[src/rtl/maze_move_ctrl.sv]
// maze_move_ctrl
// Player-movement controller for the VGA maze. Synchronizes (and optionally
// debounces) the five push-buttons, queues one pending move and one pending
// control press, and during the vsync falling edge checks the target cell
// against the shared maze ROM before committing the move.
//
// Configuration macro: DEBOUNCE_EN -- when defined, each synchronized button
// level must differ from the accepted level for DEBOUNCE_CYCLES consecutive
// cycles before it is accepted. When undefined the synchronized level is
// used directly.
//
// Ports:
//   clk          pixel clock
//   rst          synchronous active-high reset
//   i_up/i_down/i_left/i_right/i_control  raw async buttons, active high
//   i_vsync      VGA vsync, active low
//   o_maze_req   controller owns the ROM port (2-cycle window per move)
//   o_maze_addr  ROM cell address y*MAZE_W + x, holds when o_maze_req=0
//   i_maze_wall  ROM wall bit, valid one cycle after the address
//   o_player_x/o_player_y  player cell
//   o_show_map   full-map enable, toggled by control
//   o_win        player is on the exit cell
//   o_leds       successful move count, saturating at 255
module maze_move_ctrl #(
  parameter int MAZE_W          = 40,
  parameter int MAZE_H          = 30,
  parameter int START_X         = 1,
  parameter int START_Y         = 1,
  parameter int EXIT_X          = 38,
  parameter int EXIT_Y          = 28,
  parameter int DEBOUNCE_CYCLES = 4,
  localparam int XW = $clog2(MAZE_W),
  localparam int YW = $clog2(MAZE_H),
  localparam int AW = $clog2(MAZE_W * MAZE_H)
) (
  input  logic          clk,
  input  logic          rst,
  input  logic          i_up,
  input  logic          i_down,
  input  logic          i_left,
  input  logic          i_right,
  input  logic          i_control,
  input  logic          i_vsync,
  output logic          o_maze_req,
  output logic [AW-1:0] o_maze_addr,
  input  logic          i_maze_wall,
  output logic [XW-1:0] o_player_x,
  output logic [YW-1:0] o_player_y,
  output logic          o_show_map,
  output logic          o_win,
  output logic [7:0]    o_leds
);

  typedef enum logic [1:0] {
    ST_IDLE = 2'd0,
    ST_RD   = 2'd1,
    ST_CHK  = 2'd2
  } state_t;

  localparam logic [1:0] DIR_UP    = 2'd0;
  localparam logic [1:0] DIR_DOWN  = 2'd1;
  localparam logic [1:0] DIR_LEFT  = 2'd2;
  localparam logic [1:0] DIR_RIGHT = 2'd3;

  if (DEBOUNCE_CYCLES < 1) begin : g_bad_cfg
    $error("DEBOUNCE_CYCLES must be at least 1");
  end

  state_t        state, state_nxt;
  logic [4:0]    raw, sync1, sync2, level, level_d, press;
  logic          vs_r, vs_fall;
  logic          pend_mv, pend_ctrl;
  logic [1:0]    pend_dir, mv_dir;
  logic          mv_any;
  logic [XW-1:0] tgt_x, tgt_x_r;
  logic [YW-1:0] tgt_y, tgt_y_r;
  logic          off_grid;
  logic          do_restart, do_toggle, do_drop, do_start, do_commit;

  // bit order: {control, right, left, down, up}
  assign raw = {i_control, i_right, i_left, i_down, i_up};

  // two-flop synchronizer for the raw buttons
  always_ff @(posedge clk) begin
    if (rst) begin
      sync1 <= 5'd0;
      sync2 <= 5'd0;
    end else begin
      sync1 <= raw;
      sync2 <= sync1;
    end
  end

`ifdef DEBOUNCE_EN
  localparam int CW = $clog2(DEBOUNCE_CYCLES + 1);
  logic [CW-1:0] db_cnt [5];

  // accept a new level only after it has differed for DEBOUNCE_CYCLES cycles
  always_ff @(posedge clk) begin
    if (rst) begin
      level <= 5'd0;
      for (int i = 0; i < 5; i++) db_cnt[i] <= '0;
    end else begin
      for (int i = 0; i < 5; i++) begin
        if (sync2[i] != level[i]) begin
          if (db_cnt[i] == CW'(DEBOUNCE_CYCLES - 1)) begin
            level[i]  <= sync2[i];
            db_cnt[i] <= '0;
          end else begin
            db_cnt[i] <= db_cnt[i] + 1'b1;
          end
        end else begin
          db_cnt[i] <= '0;
        end
      end
    end
  end
`else
  assign level = sync2;
`endif

  assign press   = level & ~level_d;
  assign mv_any  = |press[3:0];
  assign vs_fall = vs_r & ~i_vsync;

  // same-cycle move presses: up > down > left > right
  always_comb begin
    mv_dir = DIR_RIGHT;
    if (press[0])      mv_dir = DIR_UP;
    else if (press[1]) mv_dir = DIR_DOWN;
    else if (press[2]) mv_dir = DIR_LEFT;
    else               mv_dir = DIR_RIGHT;
  end

  // target cell of the pending move and its off-grid check
  always_comb begin
    tgt_x    = o_player_x;
    tgt_y    = o_player_y;
    off_grid = 1'b0;
    case (pend_dir)
      DIR_UP:    if (o_player_y == '0) off_grid = 1'b1;
                 else tgt_y = o_player_y - 1'b1;
      DIR_DOWN:  if (o_player_y == YW'(MAZE_H - 1)) off_grid = 1'b1;
                 else tgt_y = o_player_y + 1'b1;
      DIR_LEFT:  if (o_player_x == '0) off_grid = 1'b1;
                 else tgt_x = o_player_x - 1'b1;
      DIR_RIGHT: if (o_player_x == XW'(MAZE_W - 1)) off_grid = 1'b1;
                 else tgt_x = o_player_x + 1'b1;
      default:   off_grid = 1'b1;
    endcase
  end

  // FSM next-state and one-cycle action strobes
  always_comb begin
    state_nxt  = state;
    do_restart = 1'b0;
    do_toggle  = 1'b0;
    do_drop    = 1'b0;
    do_start   = 1'b0;
    do_commit  = 1'b0;
    case (state)
      ST_IDLE: begin
        // control has priority; a move missed this frame waits for the next
        if (pend_ctrl) begin
          if (o_win) do_restart = 1'b1;
          else       do_toggle  = 1'b1;
        end else if (vs_fall && pend_mv && !o_win) begin
          if (off_grid) begin
            do_drop = 1'b1;
          end else begin
            do_start  = 1'b1;
            state_nxt = ST_RD;
          end
        end else begin
          state_nxt = ST_IDLE;
        end
      end
      ST_RD:   state_nxt = ST_CHK;
      ST_CHK: begin
        do_commit = ~i_maze_wall;
        state_nxt = ST_IDLE;
      end
      default: state_nxt = ST_IDLE;
    endcase
  end

  // FSM state register
  always_ff @(posedge clk) begin
    if (rst) state <= ST_IDLE;
    else     state <= state_nxt;
  end

  // pending move / control registers; a fresh press overwrites older moves
  always_ff @(posedge clk) begin
    if (rst) begin
      pend_mv   <= 1'b0;
      pend_dir  <= DIR_UP;
      pend_ctrl <= 1'b0;
    end else begin
      if (do_restart) begin
        pend_mv <= 1'b0;
      end else if (mv_any && !o_win) begin
        pend_mv  <= 1'b1;
        pend_dir <= mv_dir;
      end else if (do_start || do_drop) begin
        pend_mv <= 1'b0;
      end
      if (press[4])                     pend_ctrl <= 1'b1;
      else if (do_restart || do_toggle) pend_ctrl <= 1'b0;
    end
  end

  // player position, ROM port, map/win/led outputs and edge-detect history
  always_ff @(posedge clk) begin
    if (rst) begin
      vs_r        <= 1'b1;
      level_d     <= 5'd0;
      o_player_x  <= XW'(START_X);
      o_player_y  <= YW'(START_Y);
      tgt_x_r     <= XW'(START_X);
      tgt_y_r     <= YW'(START_Y);
      o_show_map  <= 1'b0;
      o_win       <= 1'b0;
      o_leds      <= 8'd0;
      o_maze_req  <= 1'b0;
      o_maze_addr <= '0;
    end else begin
      vs_r    <= i_vsync;
      level_d <= level;
      if (do_restart) o_win <= 1'b0;
      else o_win <= (o_player_x == XW'(EXIT_X)) && (o_player_y == YW'(EXIT_Y));
      if (do_restart) begin
        o_player_x <= XW'(START_X);
        o_player_y <= YW'(START_Y);
        o_leds     <= 8'd0;
      end else if (do_commit) begin
        o_player_x <= tgt_x_r;
        o_player_y <= tgt_y_r;
        if (o_leds != 8'hFF) o_leds <= o_leds + 8'd1;
      end
      if (do_toggle) o_show_map <= ~o_show_map;
      if (do_start) begin
        tgt_x_r     <= tgt_x;
        tgt_y_r     <= tgt_y;
        o_maze_addr <= AW'(tgt_y) * AW'(MAZE_W) + AW'(tgt_x);
        o_maze_req  <= 1'b1;
      end else if (state == ST_CHK) begin
        o_maze_req <= 1'b0;
      end
    end
  end

endmodule

[config.mk]
export PLATFORM = sky130hd
export DESIGN_NAME = maze_move_ctrl
export DESIGN_NICKNAME = d
export VERILOG_FILES = /design/src/rtl/maze_move_ctrl.sv
export SDC_FILE = /design/constraint.sdc
export NUM_CORES = 1
export LEC_CHECK = 0
export CORE_UTILIZATION = 45
export CTS_BUF_LIST = sky130_fd_sc_hd__clkbuf_2 sky130_fd_sc_hd__clkbuf_4 sky130_fd_sc_hd__clkbuf_8
export DETAILED_ROUTE_END_ITERATION = 6
export PLACE_DENSITY = 0.67
export REMOVE_ABC_BUFFERS = 1
export SLEW_MARGIN = 20
export SYNTH_ARGS = -nofsm -noshare
export SYNTH_HDL_FRONTEND = slang
export SYNTH_SLANG_ARGS = --single-unit
[constraint.sdc]
create_clock -name clk -period 9.73 [get_ports clk]
set_clock_uncertainty 0.15 [all_clocks]
set_input_delay 1.946 -clock clk [delete_from_list [all_inputs] [get_ports clk]]
set_output_delay 1.946 -clock clk [all_outputs]
set_load 0.01 [all_outputs]
==> results of run 1 <==
==> how the worst min path moves through the flow <==
| stage | from | to | slack (ns) | cells after the start |
|---|---|---|---|---|
| 6_report | sync1[0]$_SDFF_PP0_ | level[0]$_SDFF_PP0_ | 0.29 | 1 |
| 5_1_grt | sync1[1]$_SDFF_PP0_ | level[1]$_SDFF_PP0_ | 0.31 | 1 |
| 4_1_cts | sync1[0]$_SDFF_PP0_ | level[0]$_SDFF_PP0_ | 0.29 | 1 |
| 3_5_place_dp | sync1[0]$_SDFF_PP0_ | level[0]$_SDFF_PP0_ | 0.27 | 1 |
| 3_3_place_gp | sync1[0]$_SDFF_PP0_ | level[0]$_SDFF_PP0_ | 0.27 | 1 |
| 2_1_floorplan | sync1[0]$_SDFF_PP0_ | level[0]$_SDFF_PP0_ | 0.26 | 1 |
==> cells by family after synthesis <==
group,count (synthesis)
AND/OR/NAND/NOR,172
buffers and inverters,30
multiplexers,14
adder cells (fa/ha/maj),18
XOR/XNOR,18
AO/OA/AOI/OAI,71
flip-flops,64
==> registers in the layout (all words and copies together) (netlist names) <==
register and flops:
o_maze_addr 11, o_leds 8, o_player_x 6, level 5
level_d 5, o_player_y 5, sync1 5, tgt_y_r 5
tgt_x_r 4, pend_dir 2, state 2, o_maze_req 1
o_show_map 1, o_win 1, pend_ctrl 1, pend_mv 1
vs_r 1
==> worst register-to-register path, cell delays in order (launching register included) <==
cell,delay [ns]
dfxtp_1,0.40
inv_1,0.16
ha_1,0.22
or4b_1,0.50
and2_1,0.21
a21oi_1,0.15
o31a_1,0.29
and2_1,0.24
nor2_1,0.07
ha_1,0.24
fa_1,0.56
o211a_1,0.17
o21a_1,0.18
nand3_1,0.11
and4_1,0.23
o32ai_1,0.29
a211oi_1,0.11
==> layout by cell type, fill, tap and decap left out, types with 4 or more instances in the layout <==
cell / Yosys / routed
dfxtp_1: 64 / 64
nor2_1: 53 / 53
clkdlybuf4s50_1: 0 / 41
nand2_1: 36 / 36
a21oi_1: 22 / 22
nor2b_1: 20 / 20
ha_1: 16 / 16
mux2i_1: 13 / 13
nand3_1: 12 / 12
xnor2_1: 11 / 11
nand4_1: 11 / 11
inv_1: 10 / 10
clkbuf_8: 0 / 9
a211oi_1: 8 / 8
xor2_1: 7 / 7
nand2b_1: 6 / 6
o21ai_0: 6 / 6
and2_1: 5 / 5
nor3_1: 5 / 5
a31oi_1: 4 / 4
a211o_1: 4 / 4
==> stage by stage <==
stage	util	cell area (um^2)	worst slack [ns]	instances
detailed placement	0.544	3780	5.35	507
finish	0.577	4010	5.31	523
global route	0.577	4010	5.05	523
CTS	0.577	4010	5.32	523
global placement	0.544	3780	5.39	507
floorplan	-	3230	5.77	367
==> final cells by class <==
class / instances / area share
clock buffers: 9 / 0.0309
clock inverters: 7 / 0.0256
inverters: 10 / 0.00937
multi-input cells: 293 / 0.476
flip-flops and latches: 64 / 0.320
well taps: 96 / 0.0300
repair buffers: 44 / 0.108
==> where the power goes <==
part	leakage (nW)	switching [mW]	internal (mW)	total [mW]
combinational	0.850	0.0318	0.0265	0.0583
sequential	0.520	0.00807	0.270	0.278
clock	0.110	0.111	0.147	0.258
total	1.48	0.151	0.443	0.594
==> metal layers <==
layer / wire (um) / track usage
met5: 0 / 0
met4: 100 / 0.0745
met3: 250 / 0.0368
met2: 3190 / 0.326
met1: 3490 / 0.266
==> run summary, run 1 <==
Outcome -> completed
Crit-path cells -> inv_1 -> ha_1 -> or4b_1 -> and2_1 -> a21oi_1 -> o31a_1 -> and2_1 -> nor2_1 -> ha_1 -> fa_1 -> o211a_1 -> o21a_1 -> nand3_1 -> and4_1 -> o32ai_1 -> a211oi_1
Synth top area share -> 0.386
Cell count along the critical path -> 16
Post-synth top flop -> dfxtp_1
First-pass GRT wire length -> 11,900 um
Antenna diodes -> 0
Setup TNS -> 0 ns
# DRC -> 0
Clk slew on worst S/H paths -> 0.07 ns
Worst vdd ir -> 0.0000877 V
Slowest cell on crit path -> fa_1
Top-count cell post-synth -> dfxtp_1
Clock tree buffer depth -> 2
Register Area -> 1280 um^2
Fin. max-slew vios -> 0
Critical Path Source -> o_player_y[0]$_SDFFE_PP1P_
Final Net Count -> 449
Async SR Flop Fraction -> 0
P_leak -> 1.48 nW
Final setup violation count -> 0
Post-Synth XOR/XNOR Area -> 0.0475
I/O pin count -> 42
# clock sinks -> 64
Cts repair resizes -> 0
Simple-gate share of the synthesized area -> 0.261
Post-CTS Setup Bufs -> 0
Initial antenna violation count -> 0
Yosys reg bits -> 64
Layout cell share with drive strength beyond 1 -> 0.0679
HP Class -> register to register
Pwr Total -> 0.594 mW
Starting Density -> 0.478
Gp weighted congestion -> 0.835
Vias -> 2,807
Worst reg2reg path endpoint -> o_maze_addr[10]$_SDFFE_PP0P_
DR iter-0 viols -> 113
Vias in the first global route -> 2,568
FF-to-FF setup slack -> 5.31 ns
Worst r2r src -> o_player_y[0]$_SDFFE_PP1P_
Area grow syn2layout -> 20.7%
Inserted Clock Buffers -> 9
Root Driver -> clkbuf_8
Final ANT Viol Nets -> 0
Grt ovf -> 0
Top cell type by total area after synthesis -> dfxtp_1
Largest family of logic cells by synthesized area -> simple AND/OR/NAND/NOR gates
Nature of the critical path endpoint -> register
Worst-margin pin slew -> 0.943 ns
CTS H-tree depth -> 3
Worst R2R Path Depth -> 16
Final WL -> 7040 um
Synth top area cells -> dfxtp_1 (39%), ha_1 (6.0%), nor2_1 (6.0%)
Max transition margin -> 0.371
Vias/cell -> 5.37
Post-synthesis instance total -> 387
Post-synthesis sequential area ratio -> 0.386
Syn. warnings -> 0
Power per Cell Area -> 148 nW/um^2
Die area -> 7720 um^2
CP Launch Type -> register
Mux cell area share after synthesis -> 0.0426
Crit path DAT -> 4.48 ns
CP max stage delay -> 0.56 ns
Drt first pass iters -> 5
CTS tree -> built
Area of the multi-input gates -> 1910 um^2
WP buf/inv -> 1
Worst hold slack -> 0.286 ns
Max-Cap Viols -> 0
Core Area -> 6940 um^2
Post-synth cell types -> 56
Crit path kind -> register to register
Tot GR Track Use -> 0.201
Drt wl/cell -> 13.5 um
Adder-cell share of the synthesized area -> 0.0724
Worst Path Required -> 9.79 ns
Hold Buf Count CTS -> 0
CP delay by family, top -> simple AND/OR/NAND/NOR gates
Post-Syn Area per Cell -> 8.57 um^2
Compound-cell area share of the yosys netlist -> 0.152
Synth top cells by count -> dfxtp_1 (64), nor2_1 (53), nand2_1 (36), a21oi_1 (22), nor2b_1 (20)
Die Y -> 87.9 um
Syn Std Cell Area -> 3320 um^2
Die W -> 87.9 um
Post-route clock period utilization -> 0.454
Hpwl dp -> 4960 um
Critical path fanouts, max -> 9
Filler cell count -> 657
RSZ-0062 raised after global routing -> no
Fmax -> 226 MHz
Number of synthesized flops with an enable pin -> 0
Port-buffer cells -> 41
Pin count of the biggest net entering global routing -> 45
Crit path capture -> o_maze_addr[10]$_SDFFE_PP0P_
Final hold vios -> 0
Rows -> 30
Min Tclk post-route -> 4.42 ns
Worst skew pair latency -> 0.34 ns
No activity file was read; power rests on OpenSTA's default activity.
==> inputs of run 2 (changes only) <==
clock period = 4.12 ns   (was 9.73 ns; I/O delays follow)
==> run 2 against run 1 <==
Routed wire length up 6.7%. Die area stayed put. Clock power increased by 130%. Maximum frequency up 14%. Global-route usage grew 1.6 points. Worst setup slack worse by 5.1 ns. Power grew 130%. Via count up 2.0%. Core utilization grew 1.1 points. Non-clock buffer count increased by 9. Largest power group unchanged.
==> run summary, run 2 (synthesis gave the netlist of run 1 again) <==
Inserted Clock Buffers -> 9 (unchanged)
Worst-margin pin slew -> 0.663 ns (-0.280 ns)
Layout cell share with drive strength beyond 1 -> 0.0966 (+0.0286)
Worst Path Required -> 4.19 ns (-5.60 ns)
Power per Cell Area -> 342 nW/um^2 (+130%)
Clk slew on worst S/H paths -> 0.07 ns (about the same)
Crit path kind -> register to register
Fmax -> 257 MHz (+14%)
Nature of the critical path endpoint -> register
Max FFs per register -> 11 (unchanged)
Post-route clock period utilization -> 0.944 (+0.490)
Final WL -> 7510 um (+6.7%)
Root Driver -> clkbuf_8
Worst skew pair latency -> 0.34 ns (about the same)
Hpwl dp -> 5260 um (+6.1%)
Clock tree buffer depth -> 2 (unchanged)
CP Launch Type -> register
RSZ-0062 raised after global routing -> no
Grt ovf -> 0 (unchanged)
Initial antenna violation count -> 0 (unchanged)
Final ANT Viol Nets -> 0 (unchanged)
Critical path fanouts, max -> 8 (-1)
Gp weighted congestion -> 0.912 (+9.3%)
# DRC -> 0 (unchanged)
Port-buffer cells -> 41 (unchanged)
Max transition margin -> 0.557 (+0.186)
Final hold vios -> 0 (unchanged)
Vias -> 2,863 (+2.0%)
Drt first pass iters -> 4 (-1)
Hold Buf Count CTS -> 0 (unchanged)
Max-Cap Viols -> 0 (unchanged)
Outcome -> completed
Crit path DAT -> 3.96 ns (-0.52 ns)
Area grow syn2layout -> 23.1%
Starting Density -> 0.478 (unchanged)
Antenna diodes -> 0 (unchanged)
Vias in the first global route -> 2,663 (+3.7%)
Final setup violation count -> 0 (unchanged)
Commonest non-fill, non-tap cells in the layout -> dfxtp_1 (64), nor2_1 (53), clkdlybuf4s50_1 (41), nand2_1 (36), a21oi_1 (22)
Pre-CTS setup slack -> 0.116 ns (-5.23 ns)
Setup TNS -> 0 ns (unchanged)
DR iter-0 viols -> 120 (+6.2%)
# clock sinks -> 64 (unchanged)
Die Y -> 87.9 um (unchanged)
Drt wl/cell -> 14.1 um (+5.1%)
Top flop regs -> o_maze_addr: 11 flops, o_leds: 8 flops, o_player_x: 6 flops
CTS H-tree depth -> 3 (unchanged)
Core Area -> 6940 um^2 (unchanged)
Tot GR Track Use -> 0.217 (+0.0162)
I/O pin count -> 42 (unchanged)
Min Tclk post-route -> 3.89 ns (-0.527 ns)
Register with the most flip-flops -> o_maze_addr
Die area -> 7720 um^2 (unchanged)
Worst hold slack -> 0.285 ns (-0.000394 ns)
Final Net Count -> 458 (+2.0%)
Vias/cell -> 5.39 (+0.46%)
HP Class -> register to register
CTS tree -> built
P_leak -> 1.53 nW (+3.5%)
Pin count of the biggest net entering global routing -> 31 (-31%)
Fin. max-slew vios -> 0 (unchanged)
Rows -> 30 (unchanged)
Worst vdd ir -> 0.000186 V (+110%)
Die W -> 87.9 um (unchanged)
Most common cell after layout, fill and taps aside -> dfxtp_1
Pwr Total -> 1.40 mW (+130%)
First-pass GRT wire length -> 12,700 um (+6.4%)
PnR worst setup slack -> 0.230 ns (-5.08 ns)
run 2: where the power goes:
part / internal [mW] / switching [mW]
clock network: 0.358 / 0.233
registers: 0.638 / 0.0132
logic: 0.0688 / 0.0850
total: 1.06 / 0.331
run 2: critical path, cell delays in order (launching register included):
cell and delay (ns):
dfxtp_1 0.31, buf_4 0.16, ha_1 0.21, and4_1 0.23
a21oi_1 0.30, o311ai_0 0.21, o21a_1 0.19, ha_1 0.21
ha_1 0.22, fa_1 0.58, o211a_1 0.16, o21a_1 0.15
nand3_1 0.10, and4_1 0.24, o32ai_2 0.26, a211oi_1 0.10
run 2: final timing paths:
check / startpoint / cells after the start / endpoint / slack (ns)
worst max-delay path: o_player_y[0]$_SDFFE_PP1P_ / 15 / o_maze_addr[10]$_SDFFE_PP0P_ / 0.23
worst min-delay path: sync1[3]$_SDFF_PP0_ / 1 / level[3]$_SDFF_PP0_ / 0.29
worst min register to register: sync1[3]$_SDFF_PP0_ / 1 / level[3]$_SDFF_PP0_ / 0.29
worst max register to register: o_player_y[0]$_SDFFE_PP1P_ / 15 / o_maze_addr[10]$_SDFFE_PP0P_ / 0.23
run 2: area by class of cell:
cell class	count	area, um^2
inverters	10	37.5
multi-input cells	293	1930
clock buffers	12	146
fillers	666	2860
flip-flops and latches	64	1280
repair buffers	53	500
well taps	96	120
clock inverters	3	67.6
run 2: metal layers:
metal	share of wire	track usage	up-vias
met1	0.46	0.278	1339
met4	0.010	0.0864	0
met3	0.063	0.0575	7
li1	-	-	1455
met5	0	0	-
met2	0.47	0.347	62
run 2: per-stage QoR:
| stage | std cells | area, um^2 | utilization |
|---|---|---|---|
| after detailed placement | 515 | 3840 | 0.553 |
| final | 531 | 4080 | 0.588 |
| after floorplan | 367 | 3230 | - |
| after global routing | 531 | 4080 | 0.588 |
| after CTS | 530 | 4050 | 0.584 |
| after global placement | 515 | 3840 | 0.553 |
run 2: timing repair:
item	4_1_cts	5_1_grt
setup buffers	0	1
resized for setup	0	6
setup endpoints to repair	0	1
==> inputs of run 3 (changes only) <==
clock period = 3.8 ns   (was 4.12 ns; I/O delays follow)
==> run 3 against run 2 <==
Sequential share of layout area shrank 1.1 points. Worst setup slack worse by 0.14 ns. Global-route usage is essentially flat. Maximum frequency is 4.9% higher. Non-clock buffer count increased by 14. Routed wire length grew 3.5%. Flip-flop and latch count unchanged. Critical path type unchanged. Critical endpoint unchanged. Largest cell class unchanged.
==> run summary, run 3 (synthesis gave the netlist of run 1 again) <==
Pin count of the biggest net entering global routing -> 29 (-6.5%)
FF-to-FF setup slack -> 0.09 ns (-0.14 ns)
Grt ovf -> 0 (unchanged)
Fin. max-slew vios -> 0 (unchanged)
Worst-margin pin slew -> 0.622 ns (-0.0407 ns)
Post-route clock period utilization -> 0.976 (+0.0315)
Inserted Clock Buffers -> 9 (unchanged)
Final Net Count -> 472 (+3.1%)
Max transition margin -> 0.584 (+0.0272)
Clk slew on worst S/H paths -> 0.08 ns (about the same)
Max-Cap Viols -> 0 (unchanged)
Pre-CTS setup slack -> -0.0759 ns (-0.192 ns)
Worst reg2reg path endpoint -> o_maze_addr[10]$_SDFFE_PP0P_
DR iter-0 viols -> 143 (+19%)
Crit-path cells -> inv_4 -> ha_4 -> or4b_4 -> nand2_2 -> nor2_1 -> o31a_1 -> buf_6 -> nor2_2 -> nor2_1 -> ha_2 -> fa_1 -> o211a_1 -> o21a_1 -> nand3_2 -> and4_1 -> o32ai_2 -> a211oi_1
Gp weighted congestion -> 0.893 (-2.1%)
Outcome -> completed
Drt wl/cell -> 14.2 um (+0.70%)
I/O pin count -> 42 (unchanged)
Tot GR Track Use -> 0.217 (about the same)
Final core occ -> 0.611 (+0.0225)
Die W -> 87.9 um (unchanged)
CTS tree -> built
Hold Buf Count CTS -> 0 (unchanged)
PnR worst setup slack -> 0.0924 ns (-0.137 ns)
Final hold vios -> 0 (unchanged)
HP Class -> register to register
CP max stage delay -> 0.54 ns (-0.04 ns)
Vias -> 2,897 (+1.2%)
Rows -> 30 (unchanged)
Worst Path Required -> 3.88 ns (-0.31 ns)
Die Y -> 87.9 um (unchanged)
Clock tree buffer depth -> 2 (unchanged)
Fmax -> 270 MHz (+4.9%)
Worst vdd ir -> 0.000276 V (+48%)
Worst r2r src -> o_player_y[0]$_SDFFE_PP1P_
Final WL -> 7780 um (+3.5%)
Cell total after placement -> 524 (+1.7%)
Crit path DAT -> 3.78 ns (-0.18 ns)
CP dominant cell by count -> nor2_1
Min-Delay Endpoint -> level[2]$_SDFF_PP0_
Pwr Total -> 1.55 mW (+11%)
Worst hold path cell count -> 1 (unchanged)
Antenna diodes -> 0 (unchanged)
# clock sinks -> 64 (unchanged)
Register with the most flip-flops -> o_maze_addr
Max FFs per register -> 11 (unchanged)
Register Area -> 1280 um^2 (about the same)
Power per Cell Area -> 365 nW/um^2 (+6.9%)
CP delay by family, top -> simple AND/OR/NAND/NOR gates
Hpwl dp -> 5540 um (+5.2%)
Post-DP Area -> 3910 um^2 (+1.8%)
First-pass GRT wire length -> 12,700 um (+0.38%)
Top flop regs -> o_maze_addr: 11 flops, o_leds: 8 flops, o_player_x: 6 flops
# DRC -> 0 (unchanged)
Core Area -> 6940 um^2 (unchanged)
Drt first pass iters -> 4 (unchanged)
P_leak -> 1.61 nW (+4.8%)
Die area -> 7720 um^2 (unchanged)
Hold Crit Start -> sync1[2]$_SDFF_PP0_
Root Driver -> clkbuf_8
Layout cell share with drive strength beyond 1 -> 0.144 (+0.0479)
Initial antenna violation count -> 0 (unchanged)
Nature of the critical path endpoint -> register
Crit path kind -> register to register
Min Tclk post-route -> 3.71 ns (-0.183 ns)
Final Cell Area -> 4240 um^2 (+3.8%)
Port-buffer cells -> 41 (unchanged)
Worst R2R Path Depth -> 17 (+2)
Final Non-Filler Cells -> 546 (+2.8%)
Final setup violation count -> 0 (unchanged)
WP buf/inv -> 2 (+1)
Most common cell after layout, fill and taps aside -> dfxtp_1
CP Launch Type -> register
Critical path fanouts, max -> 3 (-5)
Area of the multi-input gates -> 1950 um^2 (+1.2%)
Final ANT Viol Nets -> 0 (unchanged)
Commonest non-fill, non-tap cells in the layout -> dfxtp_1 (63), nor2_1 (52), clkdlybuf4s50_1 (41), nand2_1 (35), buf_4 (24)
Slowest cell on crit path -> fa_1
Vias in the first global route -> 2,709 (+1.7%)
Area grow syn2layout -> 27.8%
Starting Density -> 0.478 (unchanged)
Vias/cell -> 5.31 (-1.6%)
CTS H-tree depth -> 3 (unchanged)
Worst skew pair latency -> 0.35 ns (about the same)
Filler cell count -> 628 (-5.7%)
[run 3: cell types whose count changed in the layout (fill, tap and decap cells not counted), sizes merged]
cell,before,now
clkbuf,12,10
buf,12,26
clkinvlp,1,2
clkinv,0,2
[run 3: repair_timing]
item                       CTS  global route
buffers inserted             1             5
setup endpoints to repair    1             2
gates resized for setup      2            15
pin swaps                    0             8
gates cloned                 0             0
[run 3: power by group]
part / switching [mW] / internal, mW / leakage [nW] / total [mW]
combinational: 0.0967 / 0.0837 / 0.977 / 0.180
clock: 0.274 / 0.389 / 0.109 / 0.663
sequential: 0.0134 / 0.691 / 0.520 / 0.704
total: 0.384 / 1.16 / 1.61 / 1.55
[run 3: worst max-delay path by stage]
stage | cells past startpoint | start | end
after floorplan | 16 | o_player_y[0]$_SDFFE_PP1P_ | o_maze_addr[10]$_SDFFE_PP0P_
after global placement | 17 | o_player_y[0]$_SDFFE_PP1P_ | o_maze_addr[10]$_SDFFE_PP0P_
after detailed placement | 16 | o_player_y[0]$_SDFFE_PP1P_ | o_maze_addr[10]$_SDFFE_PP0P_
after CTS | 16 | o_player_y[0]$_SDFFE_PP1P_ | o_maze_addr[10]$_SDFFE_PP0P_
after global routing | 18 | o_player_y[0]$_SDFFE_PP1P_ | o_maze_addr[10]$_SDFFE_PP0P_
final | 17 | o_player_y[0]$_SDFFE_PP1P_ | o_maze_addr[10]$_SDFFE_PP0P_
[run 3: metrics by stage]
step	hold WS (ns)	TNS [ns]
floorplan	0.264	-0.160
global placement	0.266	0
detailed placement	0.273	-0.0759
CTS	0.290	0
global route	0.306	-0.0420
finish	0.289	0
[run 3: worst register-to-register path, delay by kind of cell, from the launching register on]
| kind | cells | cell delay, ns |
|---|---|---|
| compound gates | 5 | 0.97 |
| simple gates | 7 | 1.08 |
| flops | 1 | 0.34 |
| buf+inv | 2 | 0.21 |
| fa+ha+maj | 3 | 0.84 |
[run 3: per-layer routing]
layer	routed length, um	vias up	GRT usage
li1	-	1475	-
met1	3740	1359	0.276
met2	3600	51	0.353
met3	308	12	0.0518
met4	125	0	0.0879
met5	0	-	0
[run 3: layout make-up]
class,count,area share
clock buffer,10,0.0325
clock inverter,6,0.0218
inverter,10,0.00944
multi-input combinational,293,0.461
sequential,64,0.302
tap,96,0.0283
timing repair buffer,67,0.145
